File: src/rtl/noc_translator_pkg.sv
// Shared flit-format helpers for the 3-flit NoC translators (packetizer and depacketizer).
// Flit layout, MSB first: {valid, head, tail, vc, [dst], payload, zero pad}.
package noc_translator_pkg;

  typedef enum logic [1:0] {
    ST_IDLE = 2'd0,
    ST_BODY = 2'd1,
    ST_HOLD = 2'd2
  } depkt_state_e;

  function automatic int valid_bit(input int flit_w);
    return flit_w - 1;
  endfunction

  function automatic int head_bit(input int flit_w);
    return flit_w - 2;
  endfunction

  function automatic int tail_bit(input int flit_w);
    return flit_w - 3;
  endfunction

  function automatic int vc_msb(input int flit_w);
    return flit_w - 4;
  endfunction

  function automatic int dst_msb(input int flit_w, input int vc_w);
    return flit_w - 4 - vc_w;
  endfunction

  function automatic int head_payload_w(input int flit_w, input int addr_w, input int vc_w);
    return flit_w - 3 - addr_w - vc_w;
  endfunction

  function automatic int body_payload_w(input int flit_w, input int vc_w);
    return flit_w - 3 - vc_w;
  endfunction

  function automatic int num_flits(input int width_in, input int h, input int b);
    if (width_in <= h) return 1;
    else if (width_in <= h + b) return 2;
    else return 3;
  endfunction

endpackage

File: src/rtl/depacketizer_3_flit_field_extract.sv
// Combinational split of one flit into its control fields and head/body payload views.
module flit_field_extract
  import noc_translator_pkg::*;
#(
  parameter int FLIT_WIDTH       = 12,
  parameter int ADDRESS_WIDTH    = 4,
  parameter int VC_ADDRESS_WIDTH = 1,
  localparam int H = head_payload_w(FLIT_WIDTH, ADDRESS_WIDTH, VC_ADDRESS_WIDTH),
  localparam int B = body_payload_w(FLIT_WIDTH, VC_ADDRESS_WIDTH)
) (
  input  logic [FLIT_WIDTH-1:0]       flit,
  output logic                        valid,
  output logic                        head,
  output logic                        tail,
  output logic [VC_ADDRESS_WIDTH-1:0] vc,
  output logic [ADDRESS_WIDTH-1:0]    dst,
  output logic [H-1:0]                head_payload,
  output logic [B-1:0]                body_payload
);

  assign valid        = flit[valid_bit(FLIT_WIDTH)];
  assign head         = flit[head_bit(FLIT_WIDTH)];
  assign tail         = flit[tail_bit(FLIT_WIDTH)];
  assign vc           = flit[vc_msb(FLIT_WIDTH) -: VC_ADDRESS_WIDTH];
  assign dst          = flit[dst_msb(FLIT_WIDTH, VC_ADDRESS_WIDTH) -: ADDRESS_WIDTH];
  // The payload field runs down to bit 0; unused low bits are the zero pad.
  assign head_payload = flit[H-1:0];
  assign body_payload = flit[B-1:0];

endmodule

File: src/rtl/depacketizer_3.sv
// Reassembles 3-flit-format packets into one WIDTH_IN word with framing-error detection.
// Optional DEPACKETIZER_ERR_CNT_EN adds a saturating 16-bit framing-error counter port.
module depacketizer_3
  import noc_translator_pkg::*;
#(
  parameter int ADDRESS_WIDTH    = 4,
  parameter int VC_ADDRESS_WIDTH = 1,
  parameter int WIDTH_IN         = 12,
  parameter int WIDTH_OUT        = 36
) (
  input  logic                        clk,
  input  logic                        rst_n,
  input  logic [WIDTH_OUT/3-1:0]      flit_in,
  output logic                        ready_out,
  output logic [WIDTH_IN-1:0]         data_out,
  output logic [ADDRESS_WIDTH-1:0]    dst_out,
  output logic [VC_ADDRESS_WIDTH-1:0] vc_out,
  output logic                        valid_out,
  input  logic                        ready_in,
  output logic                        error_out
`ifdef DEPACKETIZER_ERR_CNT_EN
  , output logic [15:0]               err_count_out
`endif
);

  localparam int FLIT_WIDTH = WIDTH_OUT / 3;
  localparam int H          = head_payload_w(FLIT_WIDTH, ADDRESS_WIDTH, VC_ADDRESS_WIDTH);
  localparam int B          = body_payload_w(FLIT_WIDTH, VC_ADDRESS_WIDTH);
  localparam int NUM_FLITS  = num_flits(WIDTH_IN, H, B);
  localparam int ASM_W      = H + 2 * B;
  localparam logic [1:0] LAST_K = 2'(NUM_FLITS);

  if (WIDTH_IN > H + 2 * B) begin : g_width_check
    $error("depacketizer_3: WIDTH_IN exceeds the payload capacity of three flits");
  end

  logic                        f_valid;
  logic                        f_head;
  logic                        f_tail;
  logic [VC_ADDRESS_WIDTH-1:0] f_vc;
  logic [ADDRESS_WIDTH-1:0]    f_dst;
  logic [H-1:0]                f_hpl;
  logic [B-1:0]                f_bpl;

  flit_field_extract #(
    .FLIT_WIDTH      (FLIT_WIDTH),
    .ADDRESS_WIDTH   (ADDRESS_WIDTH),
    .VC_ADDRESS_WIDTH(VC_ADDRESS_WIDTH)
  ) u_extract (
    .flit        (flit_in),
    .valid       (f_valid),
    .head        (f_head),
    .tail        (f_tail),
    .vc          (f_vc),
    .dst         (f_dst),
    .head_payload(f_hpl),
    .body_payload(f_bpl)
  );

  depkt_state_e        state, state_nxt;
  logic [1:0]          k, k_nxt;
  logic                accept, load_head, load_body, err_nxt;
  logic [WIDTH_IN-1:0] asm_word;

  always_ff @(posedge clk or negedge rst_n) begin
    if (!rst_n) begin
      state <= ST_IDLE;
      k     <= 2'd2;
    end else begin
      state <= state_nxt;
      k     <= k_nxt;
    end
  end

  // A draining HOLD behaves like IDLE for the flit accepted alongside it.
  always_comb begin
    state_nxt = state;
    k_nxt     = k;
    load_head = 1'b0;
    load_body = 1'b0;
    err_nxt   = 1'b0;
    ready_out = (state != ST_HOLD) | ready_in;
    valid_out = (state == ST_HOLD);
    accept    = f_valid & ready_out;
    if (state == ST_HOLD && ready_in) state_nxt = ST_IDLE;
    if (accept) begin
      if (f_head) begin
        load_head = 1'b1;
        k_nxt     = 2'd2;
        if (state == ST_BODY) err_nxt = 1'b1;
        if (NUM_FLITS == 1) begin
          if (f_tail) state_nxt = ST_HOLD;
          else begin
            err_nxt   = 1'b1;
            state_nxt = ST_IDLE;
          end
        end else if (f_tail) begin
          err_nxt   = 1'b1;
          state_nxt = ST_IDLE;
        end else begin
          state_nxt = ST_BODY;
        end
      end else if (state == ST_BODY) begin
        load_body = 1'b1;
        if (f_tail && k == LAST_K) state_nxt = ST_HOLD;
        else if (f_tail || k == LAST_K) begin
          err_nxt   = 1'b1;
          state_nxt = ST_IDLE;
        end else begin
          k_nxt = k + 2'd1;
        end
      end else begin
        err_nxt = 1'b1;
      end
    end
  end

  // Slices are placed in a virtual H+2B concatenation and the top WIDTH_IN bits kept.
  always_ff @(posedge clk or negedge rst_n) begin
    if (!rst_n) begin
      asm_word  <= '0;
      dst_out   <= '0;
      vc_out    <= '0;
      error_out <= 1'b0;
    end else begin
      error_out <= err_nxt;
      if (load_head) begin
        asm_word <= WIDTH_IN'({f_hpl, {(2*B){1'b0}}} >> (ASM_W - WIDTH_IN));
        dst_out  <= f_dst;
        vc_out   <= f_vc;
      end else if (load_body) begin
        if (k == 2'd2)
          asm_word <= asm_word | WIDTH_IN'(ASM_W'({f_bpl, {B{1'b0}}}) >> (ASM_W - WIDTH_IN));
        else
          asm_word <= asm_word | WIDTH_IN'(ASM_W'(f_bpl) >> (ASM_W - WIDTH_IN));
      end
    end
  end

  assign data_out = asm_word;

`ifdef DEPACKETIZER_ERR_CNT_EN
  logic [15:0] err_cnt;

  always_ff @(posedge clk or negedge rst_n) begin
    if (!rst_n)                             err_cnt <= '0;
    else if (err_nxt && err_cnt != 16'hFFFF) err_cnt <= err_cnt + 16'd1;
  end

  assign err_count_out = err_cnt;
`endif

endmodule

File: config.mk
export PLATFORM = sky130hd
export DESIGN_NAME = depacketizer_3
export DESIGN_NICKNAME = d
export VERILOG_FILES = /design/src/rtl/noc_translator_pkg.sv /design/src/rtl/depacketizer_3_flit_field_extract.sv /design/src/rtl/depacketizer_3.sv
export SDC_FILE = /design/constraint.sdc
export NUM_CORES = 1
export LEC_CHECK = 0
export ABC_CLOCK_PERIOD_IN_PS = 1800
export BUFFER_PORTS_ARGS = -buffer_cell sky130_fd_sc_hd__buf_2
export CORE_AREA = 10 10 59 61
export CTS_BUF_LIST = sky130_fd_sc_hd__clkbuf_8 sky130_fd_sc_hd__clkbuf_16
export DETAILED_ROUTE_END_ITERATION = 10
export DIE_AREA = 0 0 69 71
export GPL_TIMING_DRIVEN = 0
export PLACE_DENSITY = 0.66
export SLEW_MARGIN = 15
export SYNTH_ARGS = -nofsm -noshare
export SYNTH_HDL_FRONTEND = slang
export SYNTH_SLANG_ARGS = --single-unit
File: constraint.sdc
create_clock -name clk -period 1.8 [get_ports clk]
set_clock_uncertainty 0.1 [all_clocks]
set_input_delay 0.18 -clock clk [delete_from_list [all_inputs] [get_ports clk]]
set_output_delay 0.18 -clock clk [all_outputs]
set_load 0.005 [all_outputs]
Word level (Yosys, flattened, before mapping) --
Cells that the tools add are included.
Word-level totals: register bits after elaboration 22, bits in latches 0, memory bits (writable) 0, ROM bits 0, input port bits 15, memories kept 0
Operators by class: add/subtract/negate cells 1, $mul 0, div/mod/pow operators 0, order comparisons 0, equality and inequality tests 6, shift-type cells 0, muxes and demuxes 25, bitwise gates (word level) 3, reductions and logical operators 8
Operator list (number):
- $mux 12 | 3
- $mux 2 | 10
- $mux 1 | 12
- $or 12x8->12 | 1
- $ne 2x2->1 const B | 3
- $reduce_bool 2->1 | 3
- $eq 2x2->1 const B | 2
- $reduce_and 4->1 | 1
- $add 2x1->2 const B | 1
- $eq 2x1->1 const B | 1
- $logic_and 1x1->1 | 2
- $reduce_and 2->1 | 1
- $and 1x1->1 | 1
- $logic_or 1x1->1 | 1
- $or 1x1->1 | 1

Depth between registers and ports, before layout --
Gate-level depths: netlist (run 1).
word-level depth 8, mapped depth 8

Hierarchy --
A second synthesis (run 1) with hierarchy kept.
Unflattened totals: cell total of the unflattened synthesis 100, area, all modules 1107.3 um2
By module, submodules not included:
- depacketizer_3 | times used 1, cells an instance 80, area an instance 957.2 um2
- flit_field_extract | times used 1, cells an instance 20, area an instance 150.1 um2

Worst setup path before layout (run 1) --
Ideal clock, no wire load.
path kind register -> register, from register k[1], to register k[1], setup time 75 ps, arrival 1604 ps, data required time 1625 ps, slack 21 ps, cell stages (with the launch flop) 8, buffers on the path 0, cells stage by stage dfstp_2 ha_1 inv_1 ha_1 nor2b_1 o211ai_1 mux2i_1 a2bb2oi_1
On the way: cells in the longest elaborated chain, start to end 5, elaborated cells between the ends (all ways) 11, classes of those cells add/sub (1); eq/ne (3); mux (4); reduce/logical (3)
RTL lines:
- from (decl) | RTL line depacketizer_3.sv:61 | logic [1:0] k, k_nxt;
- from (signal assigned) | RTL line depacketizer_3.sv:71 | k <= k_nxt;
- $add 2x1->2 | RTL line depacketizer_3.sv:110 | k_nxt = k + 2'd1;
- $mux 2 | RTL line depacketizer_3.sv:106 | else if (f_tail || k == LAST_K) begin
- $mux 2 | RTL line depacketizer_3.sv:105 | if (f_tail && k == LAST_K) state_nxt = ST_HOLD;
- $mux 2 | RTL line depacketizer_3.sv:103 | end else if (state == ST_BODY) begin
- $mux 2 | RTL line depacketizer_3.sv:87 | if (f_head) begin
Several ways; a longest one is shown, not always the timed one. The select of a mux whose other input is x is not followed. A chain may end at the register's enable or synchronous reset.

Worst setup path in the final report (run 1) --
Ends and elaborated chain as after synthesis.

==> results.cfg, run 1 <==
[run_status]
status = completed

[synth]
synth_top_cell_by_area = dfrtp_1
avgSynthCellArea_um2 = 11.96
synth_area_um2 = 957.2
synthCells = 80
synth-edff-count = 0
yosysTopAreaCellShare = 0.5490
synth-seq-cells = 22
synth-main-ff-cell = dfrtp_1
synth.most_common_cell = dfrtp_1
synth_nets = 98
ys_seq_area_frac = 0.5765
ys_warn_count = 0
yosysUniqueCellTypes = 25
ys_top_cells_by_area = dfrtp_1, mux2_2, a21oi_1
synthArstFlopShare = 1.000
synth_top_cells_by_count = dfrtp_1, nor2_1, a21oi_1, mux2_2

[worst_setup_path]
cp-start-kind = flip-flop
r2r_setup_slack_ps = 10
end_kind = flip-flop
worstReg2RegEnd = k[1]
critPathRequiredTime_ps = 1890
r2r_start = k[1]
path_max_fanout = 2
reg2reg_depth = 7
crit_start = k[1]
criticalPathCategory = flip-flop to flip-flop
crit_arrival_ps = 1880
endpoint = k[1]

[placement]
port_buffers = 34
place_congestion = 0.7129
dp.cells = 144
dp_hpwl_mm = 1.596

[power]
p_per_area_mw_per_mm2 = 980.3
power_w = 0.001268
ir_worst_vdd_uv = 410.3
p_leak_nw = 0.6642

[drt]
drc_errors = 0
routed_wirelength_mm = 2.190
drt-wirelength-per-cell_um = 14.41
ant_nets = 0
vias = 741
firstDrtPassIters = 4
vias_per_cell = 4.875
drt_iter0_drc = 19

[timing]
fin_setup_tns_ps = 0
period_needed_ps = 1788
hold_ws_ps = 54.88
hold_viol = 0
timing.final.max_slew_violations = 0
worst_slew_pin_slew_ps = 482.0
max-slew-margin-rel = 0.6787
grt_setup_unrepaired = yes
fin_crit_sh = 0.9935
setup_violations = 0
fmax_mhz = 559.2

[job]
maxCapViolations = 0

[global_routing]
grt_pass1_vias = 838
grt_max_degree = 23
grt.overflow.total = 0
antenna_found_initial = 0
grt_pass1_wl_mm = 3.877
grtUsageTotal = 0.09369

[finish]
instances_no_fill = 152
syn_to_final_growth_pct = 35.16
layout-drive-gt1-share = 0.5000
multi_input_area_um2 = 411.6
fin_nets = 141
insertedDiodeCount = 0
ff_latch_area_um2 = 551.8
fill_cells = 221

[clocking]
cts_tree = built
cts-root-buf = clkbuf_8
path_clk_slew_ps = 70
htreeDepth = 1
insertion_delay_ps = 260
cts_buffer_depth = 2
numClockSinks = 22
cts_buffers = 3

[die]
die_h_um = 71
io_pins = 35
dieArea_mm2 = 0.004899
fp.dieW_um = 69
initial_utilization = 0.4009
rows = 18
core_mm2 = 0.002387

[min_path]
hp-start = flit_in[8]
hp-class = input port to flip-flop
## sequential cells by signal, indices dropped and copies added, names as in the netlist
register and count:
k 2, vc_out 1, error_out 1, data_out 12
state 2, dst_out 4
## worst min-delay path by stage
stage | endpoint | depth (start not counted)
CTS | vc_out | 2
global route | vc_out | 2
finish | vc_out | 2
global placement | data_out[11] | 1
detailed placement | data_out[8] | 1
floorplan | data_out[0] | 0
## through the flow
stage,setup WS (ps),instance area [um^2],util
after floorplan,21.37,957.2,-
after global placement,-89.18,1165,0.4879
after detailed placement,-112.0,1165,0.4879
after CTS,0.4552,1303,0.5456
after global routing,-105.9,1294,0.5419
final,11.74,1294,0.5419
## logic make-up (layout without fill, tap and decap cells)
group,after synthesis,in the layout,synth area share
compound gates,16,16,0.09936
fa+ha+maj,3,3,0.03922
buf+inv,7,49,0.04705
flops,22,22,0.5765
mux,10,10,0.1203
simple gates,22,22,0.1176
## metal layers
metal,wire (um),up-vias,track usage
met5,0,-,0
met4,34,0,0.03356
met3,190,5,0.04045
met2,909,29,0.1413
met1,1056,350,0.1162
li1,-,357,-
## power by group
| group | switching, W | leakage, nW | total (W) | internal (W) |
|---|---|---|---|---|
| combinational | 0.000164 | 0.361 | 0.000361 | 0.000197 |
| clock | 0.000147 | 0.0269 | 0.000299 | 0.000152 |
| sequential | 0.0000373 | 0.276 | 0.000608 | 0.000571 |
## final cells by class
| type | instances | share of cell area |
|---|---|---|
| flip-flops and latches | 22 | 0.4265 |
| multi-input cells | 51 | 0.3182 |
| repair buffers | 40 | 0.1683 |
| clock buffers | 3 | 0.03191 |
| well taps | 30 | 0.02901 |
| plain buffers | 1 | 0.01161 |
| inverters | 4 | 0.01161 |
| clock inverters | 1 | 0.002901 |
## critical path, stage by stage, from the launching register on
cell       delay (ps)
dfstp_2           550
ha_4              140
inv_2              40
ha_4              140
nor2b_4           120
o211ai_1          230
mux2i_1           250
a2bb2oi_2         150
## cell usage in the layout, fill, tap and decap left out, drive strengths merged, types with 2 or more instances in the layout
| cell type | count |
|---|---|
| ha | 3 |
| and3 | 2 |
| nor2b | 2 |
| a21oi | 10 |
| dfrtp | 21 |
| mux2 | 9 |
| nand2 | 4 |
| inv | 5 |
| nor2 | 11 |
| buf | 40 |
| clkbuf | 3 |
## what timing repair did
action | 4_1_cts | 5_1_grt
setup endpoints to repair | 2 | 11
pin swaps | 2 | 3
gates resized for setup | 9 | 1
hold buffers | 1 | 0
buffers inserted | 5 | 0
cloned | 0 | 0
endpoints found under the hold margin | 21 | 0
No activity file was read; power rests on OpenSTA's default activity.
==> run 2: changes to the inputs <==
--- a/config.mk
+++ b/config.mk
@@ -12,7 +12,7 @@
 export DETAILED_ROUTE_END_ITERATION = 10
 export DIE_AREA = 0 0 69 71
 export GPL_TIMING_DRIVEN = 0
-export PLACE_DENSITY = 0.66
+export PLACE_DENSITY = 0.78
 export SLEW_MARGIN = 15
 export SYNTH_ARGS = -nofsm -noshare
 export SYNTH_HDL_FRONTEND = slang
==> run 2 against run 1 <==
  * Worst hold slack barely moved
  * Largest cell class unchanged
  * Setup slack got worse by 11 ps
  * Via count fell by 1.2%
==> results.cfg, run 2 (synthesized netlist as in run 1, its figures left out) <==
[run_status]
status = completed

[finish]
final_common_cell = buf_2
instances_no_fill = 151
final_cell_mix = buf_2, dfrtp_1, nor2_1
largest_register_ffs = 12
insertedDiodeCount = 0
fin_nets = 140
layout-drive-gt1-share = 0.4959
fill_cells = 238
syn_to_final_growth_pct = 34.77

[drt]
ant_nets = 0
drt_iter0_drc = 23
vias_per_cell = 4.848
drt-wirelength-per-cell_um = 14.08
firstDrtPassIters = 4
routed_wirelength_mm = 2.126
vias = 732
drc_errors = 0

[timing]
fmax_mhz = 555.6
fin_crit_sh = 0.9999
setup_violations = 0
grt_setup_unrepaired = yes
hold_viol = 0
setup_ws_ps = 0.2403
fin_setup_tns_ps = 0
max-slew-margin-rel = 0.6915
hold_ws_ps = 54.89
timing.final.max_slew_violations = 0
period_needed_ps = 1800
worst_slew_pin_slew_ps = 462.8

[power]
clkPwrFrac = 0.232
p_comb_frac = 0.283
p_per_area_mw_per_mm2 = 973.8
p_seq_frac = 0.485
p_leak_nw = 0.6615
ir_worst_vdd_uv = 538.6
internal_power_w = 0.0009147
power.switching_w = 0.0003415
swShare = 0.2718

[worst_setup_path]
path_max_fanout = 2
cp-start-kind = flip-flop
crit_start = k[1]
criticalPathCategory = flip-flop to flip-flop
critPathSlowestCell = dfstp_2
crit_chain = ha_4 > inv_2 > ha_4 > nor2b_4 > o211ai_1 > mux2i_1 > a2bb2oi_2
crit_arrival_ps = 1890
end_kind = flip-flop
crit_buf_inv = 1
cp_common_cell = ha_4
critPathRequiredTime_ps = 1890
crit_family = flip-flops
r2r_start = k[1]
slowest_delay_ps = 560

[global_routing]
grt_pass1_wl_mm = 3.836
grt_pass1_vias = 810
antenna_found_initial = 0
grtUsageTotal = 0.09217
grt_max_degree = 23
grt.overflow.total = 0

[placement]
dp.cells = 144
place_congestion = 0.7417
port_buffers = 34
dp_hpwl_mm = 1.623
dp_slack_ps = -127.3

[die]
io_pins = 35
initial_utilization = 0.4009
core_mm2 = 0.002387
dieArea_mm2 = 0.004899
die_h_um = 71
fp.dieW_um = 69
rows = 18

[min_path]
hp-class = input port to flip-flop
hp-start = flit_in[8]

[clocking]
numClockSinks = 22
cts-root-buf = clkbuf_8
cts_tree = built
cts_buffer_depth = 2
cts_buffers = 3
htreeDepth = 1
path_clk_slew_ps = 70
insertion_delay_ps = 250

[job]
maxCapViolations = 0
-- run 2: changes by cell type in the layout (fill, tap and decap cells not counted), sizes merged --
cell	delta
buf	-1
-- run 2: path summary, 6_finish.rpt --
kind                            slack [ps]  depth (start not counted)     endpoint
worst min register to register         390                          2  data_out[7]
worst min-delay path                    50                          2       vc_out
min in group asynchronous              310                          2  data_out[8]
worst max-delay path                   0.2                          7         k[1]
worst max register to register         0.2                          7         k[1]
max in group asynchronous              940                          2         k[1]
-- run 2: per-stage QoR --
| stage | total power, W | utilization | area [um^2] |
|---|---|---|---|
| floorplan | 0.0007655 | - | 957.2 |
| global placement | 0.0008789 | 0.4879 | 1165 |
| detailed placement | 0.0008921 | 0.4879 | 1165 |
| CTS | 0.001254 | 0.5425 | 1295 |
| global route | 0.001357 | 0.5404 | 1290 |
| finish | 0.001256 | 0.5404 | 1290 |
-- run 2: worst reg2reg max path: stages, from the launching register on --
cell,delay [ps]
dfstp_2,560
ha_4,150
inv_2,40
ha_4,140
nor2b_4,120
o211ai_1,220
mux2i_1,260
a2bb2oi_2,150
-- run 2: per-layer routing --
layer	global-route usage	share of wire
met4	0.03356	0
met5	0	0
met1	0.1135	0.46
met2	0.1362	0.43
met3	0.04463	0.11
-- run 2: power by group through the flow --
stage	Combinational (W)	Clock, W	Sequential [W]
finish	0.000355	0.000292	0.000609
global route	0.000406	0.000332	0.000620
CTS	0.000339	0.000304	0.000611
detailed placement	0.000274	0	0.000618
global placement	0.000266	0	0.000613
floorplan	0.000144	0	0.000621
-- run 2: timing repair --
item,CTS,global route
resized for setup,9,2
setup buffers,4,0
endpoints found under the hold margin,21,0
hold buffers,1,0
pin swaps,2,4
setup endpoints to repair,2,10
-- run 2: area by class of cell --
type / count / area [um^2] / share of cell area
Buffer: 1 / 15.01 / 0.01164
Clock buffer: 3 / 41.29 / 0.03201
Clock inverter: 1 / 3.754 / 0.002910
Inverter: 4 / 15.01 / 0.01164
Multi-Input combinational cell: 51 / 411.6 / 0.3191
Sequential cell: 22 / 551.8 / 0.4277
Tap cell: 30 / 37.54 / 0.02910
Timing Repair Buffer: 39 / 214.0 / 0.1659
